**config.mk**
```make
export PLATFORM = sky130hd
export DESIGN_NAME = hme_ip_rgmii_rx_frame_flat
export DESIGN_NICKNAME = d
export VERILOG_FILES = /design/src/rtl/hme_ip_rgmii_pkg.sv /design/src/rtl/hme_ip_rgmii_rx_frame_if.sv /design/src/rtl/hme_ip_rgmii_crc32_d8.sv /design/src/rtl/hme_ip_rgmii_rx_frame.sv /design/src/flat_wrapper.sv
export SDC_FILE = /design/constraint.sdc
export NUM_CORES = 1
export LEC_CHECK = 0
export ABC_CLOCK_PERIOD_IN_PS = 3100
export CAP_MARGIN = 20
export CORE_AREA = 2 2 113 115
export CTS_CLUSTER_DIAMETER = 100
export DETAILED_ROUTE_END_ITERATION = 8
export DIE_AREA = 0 0 115 117
export HOLD_SLACK_MARGIN = 0.08
export PLACE_DENSITY = 0.73
export SYNTH_ARGS = -nofsm -noshare
export SYNTH_HDL_FRONTEND = slang
export SYNTH_HIERARCHICAL = 1
export SYNTH_SLANG_ARGS = --single-unit
```
**constraint.sdc**
```tcl
create_clock -name clk_eth -period 3.1 [get_ports clk_eth]
set_clock_uncertainty 0.05 [all_clocks]
set_input_delay 0.31 -clock clk_eth [delete_from_list [all_inputs] [get_ports clk_eth]]
set_output_delay 0.31 -clock clk_eth [all_outputs]
set_load 0.01 [all_outputs]
```
**src/rtl/hme_ip_rgmii_pkg.sv**
```systemverilog
// Shared RGMII receive/transmit definitions: FSM states, framing bytes, CRC constants.
// Latency: n/a (types and constants only).
// Backpressure: n/a.
package hme_ip_rgmii_pkg;

    typedef enum logic [1:0] {
        IDLE     = 2'd0,
        PREAMBLE = 2'd1,
        DATA     = 2'd2,
        DROP     = 2'd3
    } rx_state_e;

    localparam logic [7:0]  PREAMBLE_BYTE = 8'h55;
    localparam logic [7:0]  SFD_BYTE      = 8'hD5;
    localparam logic [31:0] CRC_POLY      = 32'hEDB88320;
    localparam logic [31:0] CRC_INIT      = 32'hFFFFFFFF;
    localparam logic [31:0] CRC_RESIDUE   = 32'hDEBB20E3;

    // In-band link speed encodings carried in RXD[2:1] during inter-frame gap
    localparam logic [1:0]  SPEED_10M     = 2'b00;
    localparam logic [1:0]  SPEED_100M    = 2'b01;
    localparam logic [1:0]  SPEED_1000M   = 2'b10;

    // End-of-frame status, MSB first: {er_seen, crc_bad, runt, long}
    typedef struct packed {
        logic er_seen;
        logic crc_bad;
        logic runt;
        logic too_long;
    } rx_status_t;

endpackage

```
**src/rtl/hme_ip_rgmii_rx_frame_if.sv**
```systemverilog
// Framed receive byte stream towards the MAC receive logic.
// Latency: n/a (wiring only).
// Backpressure: none; the consumer must accept every beat at line rate.
// Ports: rx_data, rx_valid, rx_sof, rx_eof, rx_err_status (valid only with rx_eof).
interface hme_ip_rgmii_rx_frame_if;
    import hme_ip_rgmii_pkg::*;

    logic [7:0] rx_data;
    logic       rx_valid;
    logic       rx_sof;
    logic       rx_eof;
    rx_status_t rx_err_status;

    modport master (output rx_data, rx_valid, rx_sof, rx_eof, rx_err_status);
    modport slave  (input  rx_data, rx_valid, rx_sof, rx_eof, rx_err_status);
endinterface

```
**src/rtl/hme_ip_rgmii_crc32_d8.sv**
```systemverilog
// Combinational next-state of the reflected Ethernet CRC-32 for one byte, LSB first.
// Latency: 0 cycles (pure combinational).
// Backpressure: n/a.
// Ports: crc_i current register, data_i byte to absorb, crc_o updated register.
module hme_ip_rgmii_crc32_d8
    import hme_ip_rgmii_pkg::*;
(
    input  logic [31:0] crc_i,
    input  logic [7:0]  data_i,
    output logic [31:0] crc_o
);

    logic [31:0] c;

    always_comb begin
        c = crc_i;
        for (int i = 0; i < 8; i++) begin
            if (c[0] ^ data_i[i]) begin
                c = (c >> 1) ^ CRC_POLY;
            end else begin
                c = c >> 1;
            end
        end
        crc_o = c;
    end

endmodule

```
**src/rtl/hme_ip_rgmii_rx_frame.sv**
```systemverilog
// RGMII receive framer: DDR halves -> bytes, in-band status, preamble strip, FCS/length/RX_ER checks.
// Latency: a byte sampled at edge N appears on rx_data after edge N+2 (one-byte lookahead for eof).
// Backpressure: none; output follows line rate and cannot be stalled.
// Ports: clk_eth/rstn, per-edge RX_CTL/RXD captures in, framed stream out on rx, link status, counters.
module hme_ip_rgmii_rx_frame
    import hme_ip_rgmii_pkg::*;
#(
    parameter int MIN_LEN   = 64,
    parameter int MAX_LEN   = 1518,
    parameter int CHECK_CRC = 1
) (
    input  logic                           clk_eth,
    input  logic                           rstn,
    input  logic                           i_rx_ctl_r,
    input  logic                           i_rx_ctl_f,
    input  logic [3:0]                     i_rxd_r,
    input  logic [3:0]                     i_rxd_f,
    hme_ip_rgmii_rx_frame_if.master        rx,
    output logic                           link_up,
    output logic [1:0]                     link_speed,
    output logic                           link_duplex,
    output logic [15:0]                    frame_ok_cnt,
    output logic [15:0]                    frame_err_cnt
);

    localparam logic [15:0] MIN_LEN_W = 16'(MIN_LEN);
    localparam logic [15:0] MAX_LEN_W = 16'(MAX_LEN);

    // s1 capture stage
    logic        s1_dv_q,   s1_dv_d;
    logic        s1_er_q,   s1_er_d;
    logic [7:0]  s1_byte_q, s1_byte_d;

    rx_state_e   state_q,   state_d;

    // hold register: last absorbed byte, emitted once we know whether it is the last
    logic [7:0]  h_q,       h_d;
    logic        h_vld_q,   h_vld_d;
    logic        h_sof_q,   h_sof_d;

    logic [31:0] crc_q,     crc_d;
    logic [15:0] len_q,     len_d;
    logic        er_seen_q, er_seen_d;

    logic [7:0]  rx_data_q,   rx_data_d;
    logic        rx_valid_q,  rx_valid_d;
    logic        rx_sof_q,    rx_sof_d;
    logic        rx_eof_q,    rx_eof_d;
    rx_status_t  rx_status_q, rx_status_d;

    logic        link_up_q,     link_up_d;
    logic [1:0]  link_speed_q,  link_speed_d;
    logic        link_duplex_q, link_duplex_d;
    logic [15:0] ok_cnt_q,      ok_cnt_d;
    logic [15:0] err_cnt_q,     err_cnt_d;

    logic [31:0] crc_next;
    rx_status_t  eof_status;

    hme_ip_rgmii_crc32_d8 u_crc (
        .crc_i  (crc_q),
        .data_i (s1_byte_q),
        .crc_o  (crc_next)
    );

    // Status of the frame held in h; only meaningful once the final byte is absorbed.
    always_comb begin
        eof_status.er_seen  = er_seen_q;
        eof_status.crc_bad  = (CHECK_CRC != 0) && (crc_q != CRC_RESIDUE);
        eof_status.runt     = len_q < MIN_LEN_W;
        eof_status.too_long = len_q > MAX_LEN_W;
    end

    always_comb begin
        // RX_CTL falling sample carries DV xor ER
        s1_dv_d       = i_rx_ctl_r;
        s1_er_d       = i_rx_ctl_r ^ i_rx_ctl_f;
        s1_byte_d     = {i_rxd_f, i_rxd_r};

        state_d       = state_q;
        h_d           = h_q;
        h_vld_d       = h_vld_q;
        h_sof_d       = h_sof_q;
        crc_d         = crc_q;
        len_d         = len_q;
        er_seen_d     = er_seen_q;
        rx_data_d     = rx_data_q;
        rx_valid_d    = 1'b0;
        rx_sof_d      = 1'b0;
        rx_eof_d      = 1'b0;
        rx_status_d   = '0;
        link_up_d     = link_up_q;
        link_speed_d  = link_speed_q;
        link_duplex_d = link_duplex_q;
        ok_cnt_d      = ok_cnt_q;
        err_cnt_d     = err_cnt_q;

        unique case (state_q)
            IDLE: begin
                if (!s1_dv_q) begin
                    // er=1 here is carrier extend / false carrier: status held
                    if (!s1_er_q) begin
                        link_up_d     = s1_byte_q[0];
                        link_speed_d  = s1_byte_q[2:1];
                        link_duplex_d = s1_byte_q[3];
                    end
                end else if (s1_byte_q == PREAMBLE_BYTE) begin
                    state_d = PREAMBLE;
                end else begin
                    state_d   = DROP;
                    err_cnt_d = err_cnt_q + 16'd1;
                end
            end
            PREAMBLE: begin
                if (!s1_dv_q) begin
                    state_d = IDLE;
                end else if (s1_er_q ||
                             ((s1_byte_q != PREAMBLE_BYTE) && (s1_byte_q != SFD_BYTE))) begin
                    state_d   = DROP;
                    err_cnt_d = err_cnt_q + 16'd1;
                end else if (s1_byte_q == SFD_BYTE) begin
                    state_d   = DATA;
                    crc_d     = CRC_INIT;
                    len_d     = '0;
                    er_seen_d = 1'b0;
                    h_vld_d   = 1'b0;
                end
            end
            DATA: begin
                if (s1_dv_q) begin
                    if (h_vld_q) begin
                        rx_data_d  = h_q;
                        rx_valid_d = 1'b1;
                        rx_sof_d   = h_sof_q;
                    end
                    h_d       = s1_byte_q;
                    h_vld_d   = 1'b1;
                    h_sof_d   = !h_vld_q;
                    crc_d     = crc_next;
                    len_d     = (len_q == 16'hFFFF) ? len_q : len_q + 16'd1;
                    er_seen_d = er_seen_q | s1_er_q;
                end else begin
                    state_d = IDLE;
                    h_vld_d = 1'b0;
                    if (h_vld_q) begin
                        rx_data_d   = h_q;
                        rx_valid_d  = 1'b1;
                        rx_sof_d    = h_sof_q;
                        rx_eof_d    = 1'b1;
                        rx_status_d = eof_status;
                        if (eof_status == '0) ok_cnt_d  = ok_cnt_q + 16'd1;
                        else                  err_cnt_d = err_cnt_q + 16'd1;
                    end else begin
                        // SFD immediately followed by end of carrier
                        err_cnt_d = err_cnt_q + 16'd1;
                    end
                end
            end
            DROP: begin
                if (!s1_dv_q) state_d = IDLE;
            end
            default: state_d = IDLE;
        endcase
    end

    always_ff @(posedge clk_eth or negedge rstn) begin
        if (!rstn) begin
            s1_dv_q       <= 1'b0;
            s1_er_q       <= 1'b0;
            s1_byte_q     <= '0;
            state_q       <= IDLE;
            h_q           <= '0;
            h_vld_q       <= 1'b0;
            h_sof_q       <= 1'b0;
            crc_q         <= '0;
            len_q         <= '0;
            er_seen_q     <= 1'b0;
            rx_data_q     <= '0;
            rx_valid_q    <= 1'b0;
            rx_sof_q      <= 1'b0;
            rx_eof_q      <= 1'b0;
            rx_status_q   <= '0;
            link_up_q     <= 1'b0;
            link_speed_q  <= '0;
            link_duplex_q <= 1'b0;
            ok_cnt_q      <= '0;
            err_cnt_q     <= '0;
        end else begin
            s1_dv_q       <= s1_dv_d;
            s1_er_q       <= s1_er_d;
            s1_byte_q     <= s1_byte_d;
            state_q       <= state_d;
            h_q           <= h_d;
            h_vld_q       <= h_vld_d;
            h_sof_q       <= h_sof_d;
            crc_q         <= crc_d;
            len_q         <= len_d;
            er_seen_q     <= er_seen_d;
            rx_data_q     <= rx_data_d;
            rx_valid_q    <= rx_valid_d;
            rx_sof_q      <= rx_sof_d;
            rx_eof_q      <= rx_eof_d;
            rx_status_q   <= rx_status_d;
            link_up_q     <= link_up_d;
            link_speed_q  <= link_speed_d;
            link_duplex_q <= link_duplex_d;
            ok_cnt_q      <= ok_cnt_d;
            err_cnt_q     <= err_cnt_d;
        end
    end

    assign rx.rx_data       = rx_data_q;
    assign rx.rx_valid      = rx_valid_q;
    assign rx.rx_sof        = rx_sof_q;
    assign rx.rx_eof        = rx_eof_q;
    assign rx.rx_err_status = rx_status_q;

    assign link_up       = link_up_q;
    assign link_speed    = link_speed_q;
    assign link_duplex   = link_duplex_q;
    assign frame_ok_cnt  = ok_cnt_q;
    assign frame_err_cnt = err_cnt_q;

endmodule

```
**src/flat_wrapper.sv**
```systemverilog
// flat-port wrapper written by rule: the top's interface ports become plain ports
module hme_ip_rgmii_rx_frame_flat import hme_ip_rgmii_pkg::*;
#(
    parameter int MIN_LEN   = 64,
    parameter int MAX_LEN   = 1518,
    parameter int CHECK_CRC = 1
)
  (clk_eth, rstn, i_rx_ctl_r, i_rx_ctl_f, i_rxd_r, i_rxd_f, link_up, link_speed, link_duplex, frame_ok_cnt, frame_err_cnt, rx_rx_data, rx_rx_valid, rx_rx_sof, rx_rx_eof, rx_rx_err_status);
  hme_ip_rgmii_rx_frame_if rx_i ();
  input  logic clk_eth;
  input  logic rstn;
  input  logic i_rx_ctl_r;
  input  logic i_rx_ctl_f;
  input  logic [3:0] i_rxd_r;
  input  logic [3:0] i_rxd_f;
  output logic link_up;
  output logic [1:0] link_speed;
  output logic link_duplex;
  output logic [15:0] frame_ok_cnt;
  output logic [15:0] frame_err_cnt;
  output wire logic [$bits(rx_i.rx_data)-1:0] rx_rx_data;
  output wire logic [$bits(rx_i.rx_valid)-1:0] rx_rx_valid;
  output wire logic [$bits(rx_i.rx_sof)-1:0] rx_rx_sof;
  output wire logic [$bits(rx_i.rx_eof)-1:0] rx_rx_eof;
  output wire logic [$bits(rx_i.rx_err_status)-1:0] rx_rx_err_status;
  assign rx_rx_data = rx_i.rx_data;
  assign rx_rx_valid = rx_i.rx_valid;
  assign rx_rx_sof = rx_i.rx_sof;
  assign rx_rx_eof = rx_i.rx_eof;
  assign rx_rx_err_status = rx_i.rx_err_status;
  hme_ip_rgmii_rx_frame #(.MIN_LEN(MIN_LEN), .MAX_LEN(MAX_LEN), .CHECK_CRC(CHECK_CRC)) u_core (.clk_eth(clk_eth), .rstn(rstn), .i_rx_ctl_r(i_rx_ctl_r), .i_rx_ctl_f(i_rx_ctl_f), .i_rxd_r(i_rxd_r), .i_rxd_f(i_rxd_f), .rx(rx_i), .link_up(link_up), .link_speed(link_speed), .link_duplex(link_duplex), .frame_ok_cnt(frame_ok_cnt), .frame_err_cnt(frame_err_cnt));
endmodule
```
==> flow_summary.yaml <==
timing:
  tns_ps: 0
  min_period_ps: 2600
  tightestPinTransition_ps: 762
  relSlewSlack_pct: 48.8
  final-setup-viol-count: 0
  report.final.slew_viol_count: 0
  timing.fmax_mhz: 385
  holdWs_ps: 283
  rsz0062_at_grt: "false"
  finalHoldViolCount: 0
  setup_ws_ps: 505
  period_share_pct: 83.7
drt:
  drc: 0
  ant_nets: 0
  drt-total-wl_microns: 13100
  wl_per_cell_microns: 16.9
  vias_per_cell: 5.44
  dr_total_vias: 4234
  drt_iter0_markers: 260
  dr.pass1.iters: 4
yosys:
  yosysTopAreaCellShare_pct: 50.7
  yosys.area.top_type: "dfrtp_1"
  ys_seq_elements: 122
  avgSynthCellArea_sq_um: 10.9
  synth_ff_type: "dfrtp_1"
  synth_most_common_cell: "dfrtp_1"
  ys_types: 53
  async_flop_share_pct: 100
  syn_inst: 551
  seq_area_frac_synth_pct: 50.7
  synth_edf_count: 0
  syn_area_sq_um: 6030
  synthTopCellsByArea: "dfrtp_1, xnor2_1, mux2_2"
  synth.cells.most_frequent: "dfrtp_1, xnor2_1, nand2_1"
  synth_nets: 566
  yosys_warnings: 6
pwr:
  p_int_w: 0.00453
  vdd_drop_max_uv: 605
  combPwrFrac_pct: 34.6
  p_total_w: 0.00662
  switching_share_pct: 31.6
  powerDensity_nw_per_um2: 893
  p_switching_w: 0.00209
  power.share.clock_pct: 31.9
  total_leakage_power_nw: 3.14
  pwr-share-seq_pct: 33.4
place:
  numPortBuffers: 62
  place_ws_ps: 530
  dp_hpwl_microns: 8810
  place.gp.congestion: 0.858
final_layout:
  final_util_pct: 60.2
  syn_to_final_growth_pct: 23.0
  drive_gt1_share_pct: 12.6
  final_nets: 631
  antenna_cells: 0
setup_path:
  end_kind: "flop"
  crit_slowest_cell: "or4_1"
  path_cells: "ha_1 -> nand3_1 -> or4_1 -> o221ai_2 -> nor3_1 -> xnor2_1 -> nor2_1"
  path_class: "flop to flop"
  r2r_slack_ps: 500
  max_stage_delay_ps: 650
  start_kind: "flop"
  arrival_ps: 2830
  r2r_cells: 7
  cp_num_buf_inv: 0
  cp.required_ps: 3330
  cp_max_fo: 16
  critPathTopFamily: "simple AND/OR/NAND/NOR gates"
  crit_cells: 7
floorplan:
  std_cell_rows: 41
  io_pins: 63
  die_w_microns: 115
  core_sq_um: 12300
  fp.dieH_microns: 117
  die_area_sq_um: 13500
  initial_core_util_pct: 48.9
global_route:
  antenna_found_initial: 0
  grt_pass1_wl_microns: 22200
  grt-ovfl-total: 0
  grt_max_degree: 65
  grtUsageTotal_pct: 21.4
  first_global_vias: 4326
clocking:
  h-tree-depth: 4
  insertion_delay_ps: 420
  clockBufferDepth: 2
  ctsHoldBuffers: 1
  cts.reportedPaths.clkPinSlew_ps: 50
  cts_resized: 0
  cts_setup_buffers: 0
  cts_tree: "yes"
  clockRootBuffer: "clkbuf_16"
  cts_buffers: 17
  cts.sinks: 122
hold_path:
  hold_path.class: "primary input to flop"
  holdPathStages: 1
outcome:
  status: "finished, final reports clean"
flow_run:
  cap_viol_max_count: 0
## metal layers
metal  vias up  track usage (%)  wire length (microns)
li1       2018                -                      -
met1      2082             29.8                   6120
met2       117             32.6                   6140
met3        17             5.92                    678
met4         0             7.31                    197
met5         -                0                      0
## stage by stage
stage	cells	instance area [sq um]
2_1_floorplan	551	6030
3_3_place_gp	746	6770
3_5_place_dp	746	6770
4_1_cts	778	7410
5_1_grt	778	7410
6_report	778	7410
## flip-flops by register name, indices dropped and copies added, names as in the netlist, 2 cells and up
register and cells:
u_core/crc_q 32, u_core/frame_err_cnt 16, u_core/frame_ok_cnt 16, u_core/len_q 16, u_core/h_q 8, u_core/rx.rx_data 8, u_core/s1_byte_q 8, u_core/rx.rx_err_status 4
u_core/link_speed 2, u_core/state_q 2
## final timing paths
kind                                              start                 endpoint
min in group asynchronous                          rstn  u_core/frame_err_cnt[1]
worst min-delay path                         i_rxd_f[3]      u_core/s1_byte_q[7]
max in group asynchronous                          rstn         u_core/crc_q[28]
worst max-delay path                    u_core/len_q[0]         u_core/len_q[15]
worst min register to register  u_core/frame_ok_cnt[15]  u_core/frame_ok_cnt[15]
worst max register to register          u_core/len_q[0]         u_core/len_q[15]
## logic make-up after synthesis
family,count (synthesis),synth area share [%]
buffers and inverters,27,2.41
flip-flops,122,50.7
multiplexers,22,4.11
AND/OR/NAND/NOR,203,17.2
AO/OA/AOI/OAI,66,6.73
XOR/XNOR,108,18.3
adder cells (fa/ha/maj),3,0.623
## placed cells by master, fill, tap and decap left out, types with 7 or more instances in the layout
cell             count
clkbuf_16           17
o21ai_0             44
xor2_1              16
nor2_1              54
clkdlybuf4s50_1     61
nand3_1              9
dfrtp_1            122
mux2_2              22
nor3_1               7
buf_4                7
nand4_1             18
and3_1              17
nand2_1             60
xnor2_1             77
nand4b_1             8
## area by class of cell
class,instances,area [sq um]
Sequential cell,122,3050
Tap cell,150,188
Clock buffer,24,492
Multi-Input combinational cell,402,2840
Inverter,3,11.3
Timing Repair Buffer,70,693
Clock inverter,7,138
Fill cell,1001,4900
## power by group through the flow
stage               clock [W]  sequential (W)  combinational [W]
finish                0.00211         0.00221            0.00229
global route          0.00223         0.00226            0.00250
CTS                   0.00215         0.00222            0.00231
detailed placement          0         0.00223            0.00227
global placement            0         0.00222            0.00225
floorplan                   0         0.00220            0.00170
(Power assumes the default switching activity.)
